<file path="src/rtl/instruction_queue.sv">
// -----------------------------------------------------------------------------
// instruction_queue
//
// Fetch-block FIFO between the PC/fetch stage and decode/dispatch. Each cycle
// it can accept one aligned fetch block and unpack only its valid slots
// (first slot from the fetch PC, last slot from i_pc_pc_upperbound). It hands
// decode one instruction per cycle together with the instruction's PC, its
// predicted next PC and the global history of the block it came from. A
// branch mispredict empties the queue.
//
// Ports:
//   clk, rst                     clock, asynchronous active-high reset
//   i_branch_valid               branch resolution valid
//   i_branch_correct_prediction  low together with i_branch_valid = flush
//   i_pc_valid / o_pc_ready      fetch block handshake
//   i_pc_instruction_flatten     slot i at [i*BW_PROCESSOR_DATA +: BW_PROCESSOR_DATA]
//   i_pc_pc                      fetch PC; bits [BW_PC_MOD+1:2] = first valid slot
//   i_pc_pc_upperbound           last valid slot of the block
//   i_pc_pc_next_flatten         predicted next PC per slot
//   i_pc_global_history          global history for the whole block
//   o_dec_valid / i_dec_ready    decode handshake for the head entry
//   o_dec_instruction, o_dec_pc, o_dec_pc_next, o_dec_global_history
//                                head entry contents
//   o_count                      number of occupied entries
// -----------------------------------------------------------------------------
module instruction_queue #(
    parameter int BW_PROCESSOR_DATA    = 32,
    parameter int BW_PROCESSOR_BLOCK   = 64,
    parameter int BW_ADDRESS           = 32,
    parameter int NUM_GLOBAL_HISTORY   = 4,
    parameter int NUM_IQ_ENTRY         = 8,
    parameter int NUM_FIFO_INPUT_ENTRY = BW_PROCESSOR_BLOCK / BW_PROCESSOR_DATA,
    parameter int BW_PC_MOD            = $clog2(NUM_FIFO_INPUT_ENTRY) + ((NUM_FIFO_INPUT_ENTRY <= 1) ? 1 : 0)
) (
    input  logic                                       clk,
    input  logic                                       rst,
    input  logic                                       i_branch_valid,
    input  logic                                       i_branch_correct_prediction,
    input  logic                                       i_pc_valid,
    output logic                                       o_pc_ready,
    input  logic [BW_PROCESSOR_BLOCK-1:0]              i_pc_instruction_flatten,
    input  logic [BW_ADDRESS-1:0]                      i_pc_pc,
    input  logic [BW_PC_MOD-1:0]                       i_pc_pc_upperbound,
    input  logic [NUM_FIFO_INPUT_ENTRY*BW_ADDRESS-1:0] i_pc_pc_next_flatten,
    input  logic [NUM_GLOBAL_HISTORY-1:0]              i_pc_global_history,
    output logic                                       o_dec_valid,
    input  logic                                       i_dec_ready,
    output logic [BW_PROCESSOR_DATA-1:0]               o_dec_instruction,
    output logic [BW_ADDRESS-1:0]                      o_dec_pc,
    output logic [BW_ADDRESS-1:0]                      o_dec_pc_next,
    output logic [NUM_GLOBAL_HISTORY-1:0]              o_dec_global_history,
    output logic [$clog2(NUM_IQ_ENTRY):0]              o_count
);

    localparam int PTR_W = $clog2(NUM_IQ_ENTRY);
    localparam int CNT_W = PTR_W + 1;
    localparam int NFI   = NUM_FIFO_INPUT_ENTRY;

    logic [PTR_W-1:0]              r_rd_ptr;
    logic [PTR_W-1:0]              r_wr_ptr;
    logic [CNT_W-1:0]              r_count;

    logic [BW_PROCESSOR_DATA-1:0]  r_instr [NUM_IQ_ENTRY];
    logic [BW_ADDRESS-1:0]         r_pc    [NUM_IQ_ENTRY];
    logic [BW_ADDRESS-1:0]         r_pcn   [NUM_IQ_ENTRY];
    logic [NUM_GLOBAL_HISTORY-1:0] r_gh    [NUM_IQ_ENTRY];

    logic                          w_flush;
    logic                          w_push;
    logic                          w_pop;
    logic [BW_PC_MOD-1:0]          w_first_slot;
    logic [CNT_W-1:0]              w_push_n;

    logic [BW_PROCESSOR_DATA-1:0]  w_blk_instr [NFI];
    logic [BW_ADDRESS-1:0]         w_blk_pcn   [NFI];

    logic                          w_wr_en    [NFI];
    logic [PTR_W-1:0]              w_wr_idx   [NFI];
    logic [BW_PC_MOD-1:0]          w_slot     [NFI];
    logic [BW_ADDRESS-1:0]         w_entry_pc [NFI];

    // Byte-offset bits of the fetch PC carry no information for the queue.
    logic                          w_unused_pc_bits;
    assign w_unused_pc_bits = &{1'b0, i_pc_pc[1:0]};

    assign w_flush      = i_branch_valid && !i_branch_correct_prediction;
    assign o_pc_ready   = !w_flush && (r_count <= CNT_W'(NUM_IQ_ENTRY - NFI));
    assign o_dec_valid  = (r_count != '0);
    assign w_push       = i_pc_valid && o_pc_ready;
    assign w_pop        = o_dec_valid && i_dec_ready;
    assign w_first_slot = i_pc_pc[BW_PC_MOD+1:2];

    // An upper bound below the first slot means an empty block: it is
    // consumed by the handshake but writes nothing.
    assign w_push_n = (i_pc_pc_upperbound >= w_first_slot)
                    ? (CNT_W'(i_pc_pc_upperbound) - CNT_W'(w_first_slot) + CNT_W'(1))
                    : '0;

    for (genvar j = 0; j < NFI; j++) begin : g_unpack
        assign w_blk_instr[j] = i_pc_instruction_flatten[j*BW_PROCESSOR_DATA +: BW_PROCESSOR_DATA];
        assign w_blk_pcn[j]   = i_pc_pc_next_flatten[j*BW_ADDRESS +: BW_ADDRESS];
    end

    // Write port k takes block slot first_slot+k into queue entry wr_ptr+k;
    // the pointer add wraps naturally, so a block may straddle the end.
    always_comb begin
        for (int k = 0; k < NFI; k++) begin
            w_slot[k]     = w_first_slot + BW_PC_MOD'(k);
            w_wr_en[k]    = w_push && (CNT_W'(k) < w_push_n);
            w_wr_idx[k]   = r_wr_ptr + PTR_W'(k);
            w_entry_pc[k] = {i_pc_pc[BW_ADDRESS-1:BW_PC_MOD+2], w_slot[k], 2'b00};
        end
    end

    always_ff @(posedge clk or posedge rst) begin
        if (rst) begin
            for (int e = 0; e < NUM_IQ_ENTRY; e++) begin
                r_instr[e] <= '0;
                r_pc[e]    <= '0;
                r_pcn[e]   <= '0;
                r_gh[e]    <= '0;
            end
        end else begin
            for (int k = 0; k < NFI; k++) begin
                if (w_wr_en[k]) begin
                    r_instr[w_wr_idx[k]] <= w_blk_instr[w_slot[k]];
                    r_pc[w_wr_idx[k]]    <= w_entry_pc[k];
                    r_pcn[w_wr_idx[k]]   <= w_blk_pcn[w_slot[k]];
                    r_gh[w_wr_idx[k]]    <= i_pc_global_history;
                end
            end
        end
    end

    // Flush wins over any push/pop; push is already blocked by o_pc_ready.
    always_ff @(posedge clk or posedge rst) begin
        if (rst) begin
            r_rd_ptr <= '0;
            r_wr_ptr <= '0;
            r_count  <= '0;
        end else if (w_flush) begin
            r_rd_ptr <= '0;
            r_wr_ptr <= '0;
            r_count  <= '0;
        end else begin
            if (w_push) begin
                r_wr_ptr <= r_wr_ptr + PTR_W'(w_push_n);
            end
            if (w_pop) begin
                r_rd_ptr <= r_rd_ptr + PTR_W'(1);
            end
            r_count <= r_count + (w_push ? w_push_n : CNT_W'(0)) - (w_pop ? CNT_W'(1) : CNT_W'(0));
        end
    end

    assign o_dec_instruction    = r_instr[r_rd_ptr];
    assign o_dec_pc             = r_pc[r_rd_ptr];
    assign o_dec_pc_next        = r_pcn[r_rd_ptr];
    assign o_dec_global_history = r_gh[r_rd_ptr];
    assign o_count              = r_count;

endmodule

</file>
<file path="config.mk">
export PLATFORM = sky130hd
export DESIGN_NAME = instruction_queue
export DESIGN_NICKNAME = d
export VERILOG_FILES = /design/src/rtl/instruction_queue.sv
export SDC_FILE = /design/constraint.sdc
export NUM_CORES = 2
export LEC_CHECK = 0
export BUFFER_PORTS_ARGS = -buffer_cell sky130_fd_sc_hd__buf_2
export CAP_MARGIN = 20
export CORE_UTILIZATION = 51
export DETAILED_ROUTE_END_ITERATION = 12
export GPL_ROUTABILITY_DRIVEN = 0
export PLACE_DENSITY = 0.72
export SLEW_MARGIN = 20
export SYNTH_ARGS = -nofsm -noshare
export SYNTH_HDL_FRONTEND = slang
export SYNTH_SLANG_ARGS = --single-unit
</file>
<file path="constraint.sdc">
create_clock -name clk -period 63.3 [get_ports clk]
set_input_delay 3.165 -clock clk [delete_from_list [all_inputs] [get_ports clk]]
set_output_delay 3.165 -clock clk [all_outputs]
set_load 0.1 [all_outputs]
</file>
==> impl_metrics.yaml <==
clock_tree:
  post-cts-setup-buffers: 0
  cts_tree: "built"
  clkTransAtPathRegs_ns: 0.06
  cts-hold-fix-buffers: 0
  cts_resized: 0
  cts_root_buffer: "clkbuf_16"
  cts_made_buffers: 90
  clock_latency_ns: 0.65
  cts_num_sinks: 810
  clk_path_buf_depth: 3
  htreeDepth: 3
hold_path:
  whs_path_depth: 1
  min-delay-start: "r_pc[192]"
  hp-class: "register to register"
  min_to: "r_pc[192]"
synth:
  synth_top_area_share_pct: 43.76
  synthFlopType: "dfrtp_1"
  netlist_instances: 3908
  synth_edf_count: 0
  synth_area_leaders: "dfrtp_1 44%, mux4_2 9.7%, mux2_2 9.6%"
  syn_avg_cell_area_um2: 11.85
  syn_nets: 4095
  synth_area_mm2: 0.04632
  synth_top_area_cell: "dfrtp_1"
  ys_seq_elements: 810
  yosysUniqueCellTypes: 62
  async_flop_share_pct: 100.0
  synth_warnings: 0
  ys_seq_area_share_pct: 43.76
flow_run:
  drv_cap: 0
global_route:
  antenna_found_initial: 41
  grtUsageMet1_pct: 46.80
  grtUsageTotal_pct: 35.07
  grt_max_degree: 269
  grt_pass1_wl_um: 245100
  use_met2_pct: 51.49
  grt_pass1_vias: 38880
  grt_overflow: 0
  use_met3_pct: 10.98
  busiest_layer: "met2"
timing:
  post-route-period-util_pct: 12.39
  holdWs_ns: 0.4828
  min_period_ns: 7.846
  slew_viol_final: 0
  setup_tns_ns: 0
  skew_ns: 0.02717
  max-slew-margin-rel_pct: 17.52
  worst_pin_slew_ns: 1.237
  fmax_mhz: 127.5
  hold_viol: 0
  postLayoutSetupSlackWorst_ns: 55.45
  rsz0062_at_grt: "false"
  finalSetupViolCount: 0
die:
  dieHeight_um: 303.4
  start_util_pct: 51.46
  die-area_mm2: 0.09204
  core_area_mm2: 0.09001
  die_w_um: 303.4
  rows: 110
  num_io_pins: 277
worst_setup_path:
  reg2reg_to: "r_pc[154]"
  start_kind: "input port"
  worstPathMaxFanout: 75
  r2r_cells: 6
  crit_arrival_ns: 8.37
  r2r-start: "r_wr_ptr[0]"
  endpoint_kind: "register"
  crit_required_ns: 63.82
  critPathKind: "input port to register"
  r2r_setup_slack_ns: 57.95
run_status:
  outcome: "completed"
layout:
  final_layout_size_suffix_gt1_share_pct: 29.83
  mostFrequentLayoutCells: "805 x dfrtp_1, 430 x o221ai_1, 430 x a2bb2oi_1"
  final_core_utilization_pct: 56.62
  fin_area_mm2: 0.05097
  area_growth_pct: 10.02
  layout_commonest_cell: "dfrtp_1"
  nets: 3991
routing:
  drcViolationCount: 0
  via_per_inst: 7.846
  wl_per_cell_um: 32.45
  wirelength_um: 164300
  ant_nets: 0
  drt_pass1_iterations: 7
  via_count: 39720
  drt-initial-drc-count: 6065
placed_design:
  io_buffers: 274
  hpwl_um: 85180
  placed_area_mm2: 0.04797
  preCtsSetupSlack_ns: 55.12
power_and_ir_drop:
  vdd_drop_max_mv: 0.07070
  power_density_mw_per_mm2: 59.29
  p_leak_nw: 20.23
## sequential cells by signal, indices dropped and copies added (netlist names)
name      flops
r_instr     256
r_gh         32
r_rd_ptr      3
r_pcn       256
r_pc        256
r_wr_ptr      3
o_count       4
## worst max path at each step
stage / endpoint / slack (ns) / startpoint
after floorplan: o_count[0] / 37.39 / rst
after global placement: r_pc[152] / 55.19 / i_pc_pc[2]
after detailed placement: r_pc[150] / 55.12 / i_pc_pc[2]
after CTS: o_dec_instruction[29] / 55.58 / r_rd_ptr[0]
after global routing: o_dec_instruction[29] / 55.42 / r_rd_ptr[0]
final: r_pc[154] / 55.45 / i_pc_pc[2]
## synth_stat cells, types with 14 or more instances
cell and count:
ha_1 14, buf_2 98, buf_1 88, mux2_1 27, mux2_2 393, or4_1 30, nor2_1 54, mux4_2 200
inv_1 73, clkbuf_1 363, and2_1 16, o22a_1 74, o221ai_1 430, a222oi_1 30, nor4_1 44, nand4_1 403
a2bb2oi_1 430, nor2b_1 70, dfrtp_1 810, a221oi_1 62, or3_1 17, nor3_1 26, nand3_1 29
## cell families after synthesis
group	synth area share, %
compound gates	20.43
flops	43.76
simple gates	9.605
mux	20.15
buf+inv	5.410
fa+ha+maj	0.4646
xor+xnor	0.1837
## report_power, final
part	switching, mW	total, mW	internal (mW)
clock network	0.223	0.527	0.304
registers	0.149	0.894	0.745
logic	1.08	1.60	0.525
total	1.45	3.02	1.57
## per-stage QoR
| step | cells | power (mW) |
|---|---|---|
| floorplan | 3908 | 2.142 |
| global placement | 4887 | 2.444 |
| detailed placement | 4887 | 2.475 |
| CTS | 5044 | 3.007 |
| global route | 5059 | 3.130 |
| finish | 5062 | 3.022 |
## cell type report
class | instances | area (um2)
Clock buffer | 133 | 2676
Inverter | 74 | 285.3
Tap cell | 1176 | 1471
Fill cell | 7429 | 39050
Sequential cell | 810 | 20290
Multi-Input combinational cell | 2469 | 23880
Timing Repair Buffer | 359 | 2096
Antenna cell | 17 | 42.54
Clock inverter | 24 | 229.0
## layer usage
metal / share of wire, % / routed length, um
met3: 14 / 22250
met1: 37 / 60760
met4: 5.6 / 9126
met5: 0.15 / 251
met2: 44 / 71870
## critical path: stages
cell,delay (ns)
clkbuf_8,0.29
inv_1,0.55
ha_1,0.42
and4b_1,0.36
nand3_4,0.89
a21oi_4,1.34
buf_4,0.73
mux2_2,0.42
No activity file was read; power rests on OpenSTA's default activity.
